`src/rtl/uart_pkg.sv`:
```
// Shared types and constants for the UART receive path.
package uart_pkg;

    // Receiver frame states, in frame order.
    typedef enum logic [2:0] {
        IDLE,
        START,
        DATA,
        PARITY,
        STOP
    } rx_state_e;

    // Values of PAR_TYP.
    localparam logic EVEN_PARITY = 1'b0;
    localparam logic ODD_PARITY  = 1'b1;

endpackage

```
`src/rtl/uart_rx_sampler.sv`:
```
// Bit-timing for the UART receiver.
// Counts clocks within a bit and takes a 3-sample majority vote around mid-bit.
// Asserts sample_done on the cycle the vote is valid.
module uart_rx_sampler
    import uart_pkg::*;
(
    input  logic       clk,
    input  logic       rst_n,
    input  logic       rx_in,
    input  logic [5:0] prescale,
    input  logic       run,          // count this cycle (a frame is in progress)
    input  logic       clear,        // abandon the current bit, restart from zero
    output logic       edge_last,    // last clock of the current bit
    output logic       sample_done,  // sampled_bit is valid this cycle
    output logic       sampled_bit
);

    logic [5:0] edge_cnt;
    logic [5:0] half;
    logic       smp_a;
    logic       smp_b;

    assign half        = {1'b0, prescale[5:1]};
    assign edge_last   = (edge_cnt == prescale - 6'd1);
    assign sample_done = run && (edge_cnt == half + 6'd1);
    // The third vote is the live line, so the decision lands one clock after the second sample.
    assign sampled_bit = (smp_a & smp_b) | (smp_a & rx_in) | (smp_b & rx_in);

    // Edge counter, plus capture of the two registered samples around mid-bit.
    always_ff @(posedge clk or negedge rst_n) begin
        if (!rst_n) begin
            edge_cnt <= '0;
            smp_a    <= 1'b0;
            smp_b    <= 1'b0;
        end else if (clear || !run) begin
            edge_cnt <= '0;
            smp_a    <= 1'b0;
            smp_b    <= 1'b0;
        end else begin
            // Plain 6-bit overflow also returns to zero, so an out-of-range prescale cannot stall.
            edge_cnt <= edge_last ? 6'd0 : edge_cnt + 6'd1;
            if (edge_cnt == half - 6'd1) smp_a <= rx_in;
            if (edge_cnt == half)        smp_b <= rx_in;
        end
    end

endmodule

```
`src/rtl/uart_rx.sv`:
```
// Oversampling UART receiver.
// Frame format: start bit, DATA_WIDTH data bits LSB first, optional parity bit, one stop bit.
// Good frames are presented on P_DATA with a one-cycle Data_Valid pulse.
module uart_rx
    import uart_pkg::*;
#(
    parameter int DATA_WIDTH = 8
) (
    input  logic                  CLK,
    input  logic                  RST,
    input  logic                  RX_IN,
    input  logic [5:0]            Prescale,
    input  logic                  PAR_EN,
    input  logic                  PAR_TYP,
    output logic                  Data_Valid,
    output logic [DATA_WIDTH-1:0] P_DATA
);

    localparam logic [3:0] LAST_DATA = 4'(DATA_WIDTH);

    rx_state_e             state;
    logic [3:0]            bit_cnt;
    logic [DATA_WIDTH-1:0] shreg;
    logic                  par_typ_q;
    logic                  par_err;
    logic                  stp_err;

    logic run;
    logic glitch;
    logic edge_last;
    logic sample_done;
    logic sampled_bit;
    logic stop_bad;

    // The cycle that first sees the line low in IDLE counts as clock 0 of the start bit.
    assign run    = (state != IDLE) || !RX_IN;
    assign glitch = (state == START) && sample_done && sampled_bit;
    // At the smallest prescale the stop decision and the end of the bit share a cycle,
    // so take the live vote when it is there.
    assign stop_bad = sample_done ? ~sampled_bit : stp_err;

    uart_rx_sampler u_sampler (
        .clk         (CLK),
        .rst_n       (RST),
        .rx_in       (RX_IN),
        .prescale    (Prescale),
        .run         (run),
        .clear       (glitch),
        .edge_last   (edge_last),
        .sample_done (sample_done),
        .sampled_bit (sampled_bit)
    );

    // Frame FSM with deserialiser, parity/stop checks and registered outputs.
    always_ff @(posedge CLK or negedge RST) begin
        if (!RST) begin
            state      <= IDLE;
            bit_cnt    <= '0;
            shreg      <= '0;
            par_typ_q  <= EVEN_PARITY;
            par_err    <= 1'b0;
            stp_err    <= 1'b0;
            P_DATA     <= '0;
            Data_Valid <= 1'b0;
        end else begin
            Data_Valid <= 1'b0;
            case (state)
                IDLE: begin
                    bit_cnt <= '0;
                    if (!RX_IN) begin
                        state   <= START;
                        par_err <= 1'b0;
                        stp_err <= 1'b0;
                    end
                end
                START: begin
                    if (glitch) begin
                        state   <= IDLE;
                        bit_cnt <= '0;
                    end else if (edge_last) begin
                        state   <= DATA;
                        bit_cnt <= 4'd1;
                    end
                end
                DATA: begin
                    if (sample_done) shreg <= {sampled_bit, shreg[DATA_WIDTH-1:1]};
                    if (edge_last) begin
                        bit_cnt <= bit_cnt + 4'd1;
                        if (bit_cnt == LAST_DATA) begin
                            par_typ_q <= PAR_TYP;
                            state     <= PAR_EN ? PARITY : STOP;
                        end
                    end
                end
                PARITY: begin
                    // Even: bit equals XOR of data; odd: its inverse.
                    if (sample_done) par_err <= sampled_bit ^ (^shreg) ^ par_typ_q;
                    if (edge_last) begin
                        bit_cnt <= bit_cnt + 4'd1;
                        state   <= STOP;
                    end
                end
                STOP: begin
                    if (sample_done) stp_err <= ~sampled_bit;
                    if (edge_last) begin
                        if (!par_err && !stop_bad) begin
                            P_DATA     <= shreg;
                            Data_Valid <= 1'b1;
                        end
                        bit_cnt <= '0;
                        if (!RX_IN) begin
                            state   <= START;
                            par_err <= 1'b0;
                            stp_err <= 1'b0;
                        end else begin
                            state <= IDLE;
                        end
                    end
                end
                default: state <= IDLE;
            endcase
        end
    end

endmodule

```
`config.mk`:
```
export PLATFORM = sky130hd
export DESIGN_NAME = uart_rx
export DESIGN_NICKNAME = d
export VERILOG_FILES = /design/src/rtl/uart_pkg.sv /design/src/rtl/uart_rx_sampler.sv /design/src/rtl/uart_rx.sv
export SDC_FILE = /design/constraint.sdc
export NUM_CORES = 1
export LEC_CHECK = 0
export CORE_ASPECT_RATIO = 0.7
export CORE_UTILIZATION = 58
export DETAILED_ROUTE_END_ITERATION = 6
export PLACE_DENSITY = 0.8
export SYNTH_ARGS = -nofsm -noshare
export SYNTH_HDL_FRONTEND = slang
export SYNTH_SLANG_ARGS = --single-unit
```
`constraint.sdc`:
```
create_clock -name CLK -period 3.6 [get_ports CLK]
set_clock_uncertainty 0.2 [all_clocks]
set_input_delay 1.08 -clock CLK [delete_from_list [all_inputs] [get_ports CLK]]
set_output_delay 1.08 -clock CLK [all_outputs]
set_load 0.02 [all_outputs]
```
Yosys cells after proc, flatten, opt, wreduce, memory -nomap -nowiden

Index checks and enable logic that the tools add are counted.

Add/sub/neg operators: 5
Equal/unequal tests: 17
Mux-type cells: 33
Bitwise logic cells: 8
Reductions and logical operators: 26

Operators by type and width:

| operator                                          | number |
|---|---|
| 2-to-1 mux 3 bit                                  | 8 |
| == test 6 bit                                     | 3 |
| 2-to-1 mux 4 bit                                  | 4 |
| case mux 4 bit (4 select lines)                   | 1 |
| 2-to-1 mux 1 bit                                  | 15 |
| case mux 3 bit (5 select lines)                   | 1 |
| 2-to-1 mux 6 bit                                  | 2 |
| AND reduction 3 bit                               | 3 |
| != test 2 x 1 -> 1 bit (second input constant)    | 4 |
| parity 8 bit                                      | 1 |
| adder 5 x 1 -> 6 bit (second input constant)      | 1 |
| adder 6 x 1 -> 6 bit (second input constant)      | 1 |
| == test 3 x 2 -> 1 bit (second input constant)    | 2 |
| == test 6 x 5 -> 1 bit                            | 1 |
| != test 2 bit (second input constant)             | 3 |
| AND reduction 6 bit                               | 1 |
| nonzero test 2 bit                                | 3 |
| nonzero test 3 bit                                | 2 |
| subtractor 5 x 1 -> 6 bit (second input constant) | 1 |
| subtractor 6 x 1 -> 6 bit (second input constant) | 1 |
| adder 4 x 1 -> 4 bit (second input constant)      | 1 |
| == test 4 bit (second input constant)             | 1 |
| logical AND 1 bit                                 | 4 |
| zero test 1 bit                                   | 4 |
| other kinds (15)                                  | 21 |

Register bits: 35
Bits of input ports: 11
Output and inout port bits: 9
Word-level logic and storage cells: 100

Logic depth before layout (Yosys ltp)

Depth in word-level cells: 10
Mapped depth: 11

Modules after synthesis

From an unflattened synthesis, not the netlist that was laid out.

Cells, all modules: 218
Area, all modules: 2277.2 um^2

By module, submodules not included:

| module          | instances | cells each | area an instance (um^2) | sequential area each (um^2) |
|---|---|---|---|---|
| uart_rx         | 1         | 119        | 1413.9                  | 675.6 |
| uart_rx_sampler | 1         | 99         | 863.3                   | 200.2 |

Least setup slack after synthesis

Ideal clock, no wire load.

Path type: input -> register
Start: input port Prescale[2]
End: register P_DATA[0]
Setup time: 0.125 ns
Data arrival time: 3.557 ns
Data required time: 3.275 ns
Setup slack: -0.282 ns
Stages on the path: 11
Cell sequence: buf_2 -> inv_1 -> ha_1 -> xnor2_1 -> o41ai_1 -> or3_1 -> nor3_2 -> mux2i_1 -> or4_1 -> buf_6 -> mux2_4

Word-level cells in the longest chain between the ends: 7
Elaborated cells between the ends (all ways): 9
Classes of those cells: 2 x add/sub; 2 x eq/ne; 1 x mux; 4 x reduce/logical

RTL lines:

| what                                     | RTL line              | text |
|---|---|---|
| from (decl)                              | uart_rx.sv:12         | `input logic [5:0] Prescale,` |
| adder 5 x 1 -> 6 bit                     | uart_rx_sampler.sv:25 | `assign sample_done = run && (edge_cnt == half + 6'd1);` |
| == test 6 bit                            | uart_rx_sampler.sv:25 |  |
| logical AND 1 bit                        | uart_rx_sampler.sv:25 |  |
| 2-to-1 mux 1 bit                         | uart_rx.sv:40         | `assign stop_bad = sample_done ? ~sampled_bit : stp_err;` |
| zero test 1 bit                          | uart_rx.sv:106        | `if (!par_err && !stop_bad) begin` |
| logical AND 1 bit                        | uart_rx.sv:106        |  |
| AND reduction 3 bit (no source line) (*) | --                    |  |
| to (signal assigned)                     | uart_rx.sv:107        | `P_DATA <= shreg;` |
| to (decl)                                | uart_rx.sv:16         | `output logic [DATA_WIDTH-1:0] P_DATA` |

Every way passes the cells marked *; elsewhere a longest branch is shown, timed or not.
A chain may end at the register's enable or synchronous reset.

Worst setup path in the final report

Start: input port Prescale[4]
End: register P_DATA[1]

The elaborated chain is that of the path after synthesis.

==> flow_summary.toml <==
[status]
status = "finished, final reports clean"

[placed_design]
gp_congestion = 0.916
portBuffers = 19
dp.cells = 314
place_hpwl_mm = 3.45

[min_path]
hp-class = "register to register"

[power]
power.leakage_nw = 1.38
ir_drop_v = 0.000449
p_per_area_nw_per_um2 = 548

[detailed_routing]
drt-initial-drc-count = 113
post_drt_wl_per_cell_um = 16.7
drtPass1Iterations = 5
via_per_inst = 5.79
drc = 0
drtAntennaViolNets = 0
wl_mm = 5.56
via_count = 1922

[cells_and_area]
finish.utilization = 0.829
n_antenna_cell = 0
drive_above_1_share = 0.323
finalNetCount = 299
syn2layout_area_growth_pct = 32.0
stdcell_count = 332

[yosys]
synth_edf_count = 0
synth_cell_types = 52
syn-num-nets = 243
synth-async-reset-ratio = 1.00
yosysSeqAreaShare = 0.385
synthTopCellsByCount = "dfrtp_1, xnor2_1, nor2_1, inv_1, mux2_2"
ys_warn_count = 0
syn-cell-area_um2 = 2280
syn_area_per_cell_um2 = 10.1
synthCells = 225
ys_top_cells_by_area = "dfrtp_1, xnor2_1, mux2_2, mux2_4, ha_1"
yosysTopAreaCell = "dfrtp_1"
synth-seq-cells = 35
yosysMostFrequentCell = "dfrtp_1"
ys.flop_type = "dfrtp_1"
synth.top_cell.area_share = 0.385

[clock_network]
clk-insertion-delay-late_ps = 290
clockRootBuffer = "clkbuf_8"
hold_buffers = 0
clock_tree.buffer_depth = 2
clock_sinks = 35
cts_htree_levels = 2
cts_tree = "yes"
path_clk_slew_ps = 70
numCtsBuffers = 5

[sta]
min_period_over_period = 0.983
fin_crit_ps = 3540
slew_headroom = 0.646
maxSlewViolCount = 0
worst_slew_pin_slew_ps = 531
setup_viol = 0
rsz0062_at_grt = "false"
hold_viol_final = 0
max_freq_mhz = 283

[global_routing]
grt_pass1_wl_mm = 8.98
grt_usage = 0.291
grt_pass1_vias = 1829
grt_max_degree = 36
antenna_found_initial = 0
grt_overflow = 0

[worst_setup_path]
startpoint_type = "input port"
cp-end-kind = "register"
cp_data_arrival_time_ps = 3520
crit_required_ps = 3580
criticalPathCategory = "input port to register"
crit_path_max_fanout = 5
reg2reg_setup_slack_ps = 650

[floorplanning]
dieWidth_um = 76.9
core_area_um2 = 3630
start_util = 0.628
die_height_um = 54.4
ioPinCount = 20
die_area_um2 = 4180
fp-row-count = 18

[job]
maxCapViolations = 0
==> per-stage QoR <==
step           hold WS (ps)  setup WS, ps  TNS, ps  area [um2]  power (mW)
6_report                334          60.8        0        3010        1.65
4_1_cts                 306          3.84        0        3000        1.60
3_5_place_dp            288          -604   -14710        2720        1.24
2_1_floorplan           249          33.3        0        2300        1.03
3_3_place_gp            290          -592   -14500        2720        1.23
5_1_grt                 339          5.07        0        3010        1.75
==> layer usage <==
metal | track usage | vias up | share of wire
li1 | - | 913 | -
met1 | 0.383 | 939 | 0.47
met2 | 0.476 | 59 | 0.44
met3 | 0.0800 | 11 | 0.077
met4 | 0.0929 | 0 | 0.013
met5 | 0 | - | 0
==> cells by family (layout without fill, tap and decap cells) <==
logic type,Yosys count,count (layout),synth area share
xor+xnor,29,29,0.115
mux,24,24,0.129
flops,35,35,0.385
simple gates,67,67,0.160
buf+inv,25,82,0.0522
compound gates,37,37,0.116
fa+ha+maj,8,8,0.0429
==> cells in the final DEF, fill, tap and decap left out, drive strengths merged, types with 2 or more instances in the layout <==
master / count
o31a: 2
and2: 2
nand3: 8
xnor2: 21
mux2: 19
nand2: 10
nand4b: 2
o41ai: 2
o22ai: 2
clkdlybuf4s50: 14
nor2: 19
o21ai: 9
mux2i: 5
o2bb2ai: 2
clkbuf: 6
a21oi: 3
nand2b: 4
a211o: 2
o211ai: 3
and3: 3
dlygate4sd2: 3
buf: 44
inv: 13
or3: 2
nor3: 5
nor3b: 3
o31ai: 2
xor2: 8
dfrtp: 35
ha: 7
a31oi: 2
==> sequential cells by signal (all words and copies together) (netlist names) <==
name                cells
u_sampler.smp_b         1
par_typ_q               1
P_DATA                  8
state                   3
stp_err                 1
par_err                 1
bit_cnt                 4
u_sampler.smp_a         1
Data_Valid              1
u_sampler.edge_cnt      6
shreg                   8
==> worst max-delay path: stages <==
cell and delay (ps):
dlygate4sd2_1 280, buf_6 150, buf_4 130, nand2b_1 150, nor2_1 160, a21oi_1 100, a2111o_1 410, or4_4 580
buf_8 170, mux2_4 300
==> final timing paths <==
check / end / cells past startpoint / start
max: P_DATA[1] / 10 / Prescale[4]
min: u_sampler.smp_b / 2 / u_sampler.smp_b
max reg2reg: P_DATA[1] / 6 / u_sampler.edge_cnt[4]
min reg2reg: u_sampler.smp_b / 2 / u_sampler.smp_b
max in group asynchronous: u_sampler.edge_cnt[2] / 2 / RST
min in group asynchronous: bit_cnt[2] / 2 / RST
==> what timing repair did <==
action                                  in CTS  in global routing
gates cloned                                 1                  0
buffers inserted                             9                  0
pin swaps                                    8                  1
endpoints found under the setup margin      31                 11
gates resized for setup                     30                  3
==> layout make-up <==
cell class                      count  area (um2)
Clock inverter                      2        16.3
Clock buffer                        6        82.6
Timing Repair Buffer               61         531
Sequential cell                    35         876
Multi-Input combinational cell    165        1390
Fill cell                         193         619
Inverter                           13        48.8
Tap cell                           50        62.6
==> power breakdown <==
group	leakage, nW	switching (mW)	total, mW	internal, mW
Combinational	0.853	0.348	0.721	0.373
Clock	0.0474	0.159	0.315	0.156
Sequential	0.476	0.147	0.613	0.467
(Power assumes the default switching activity.)
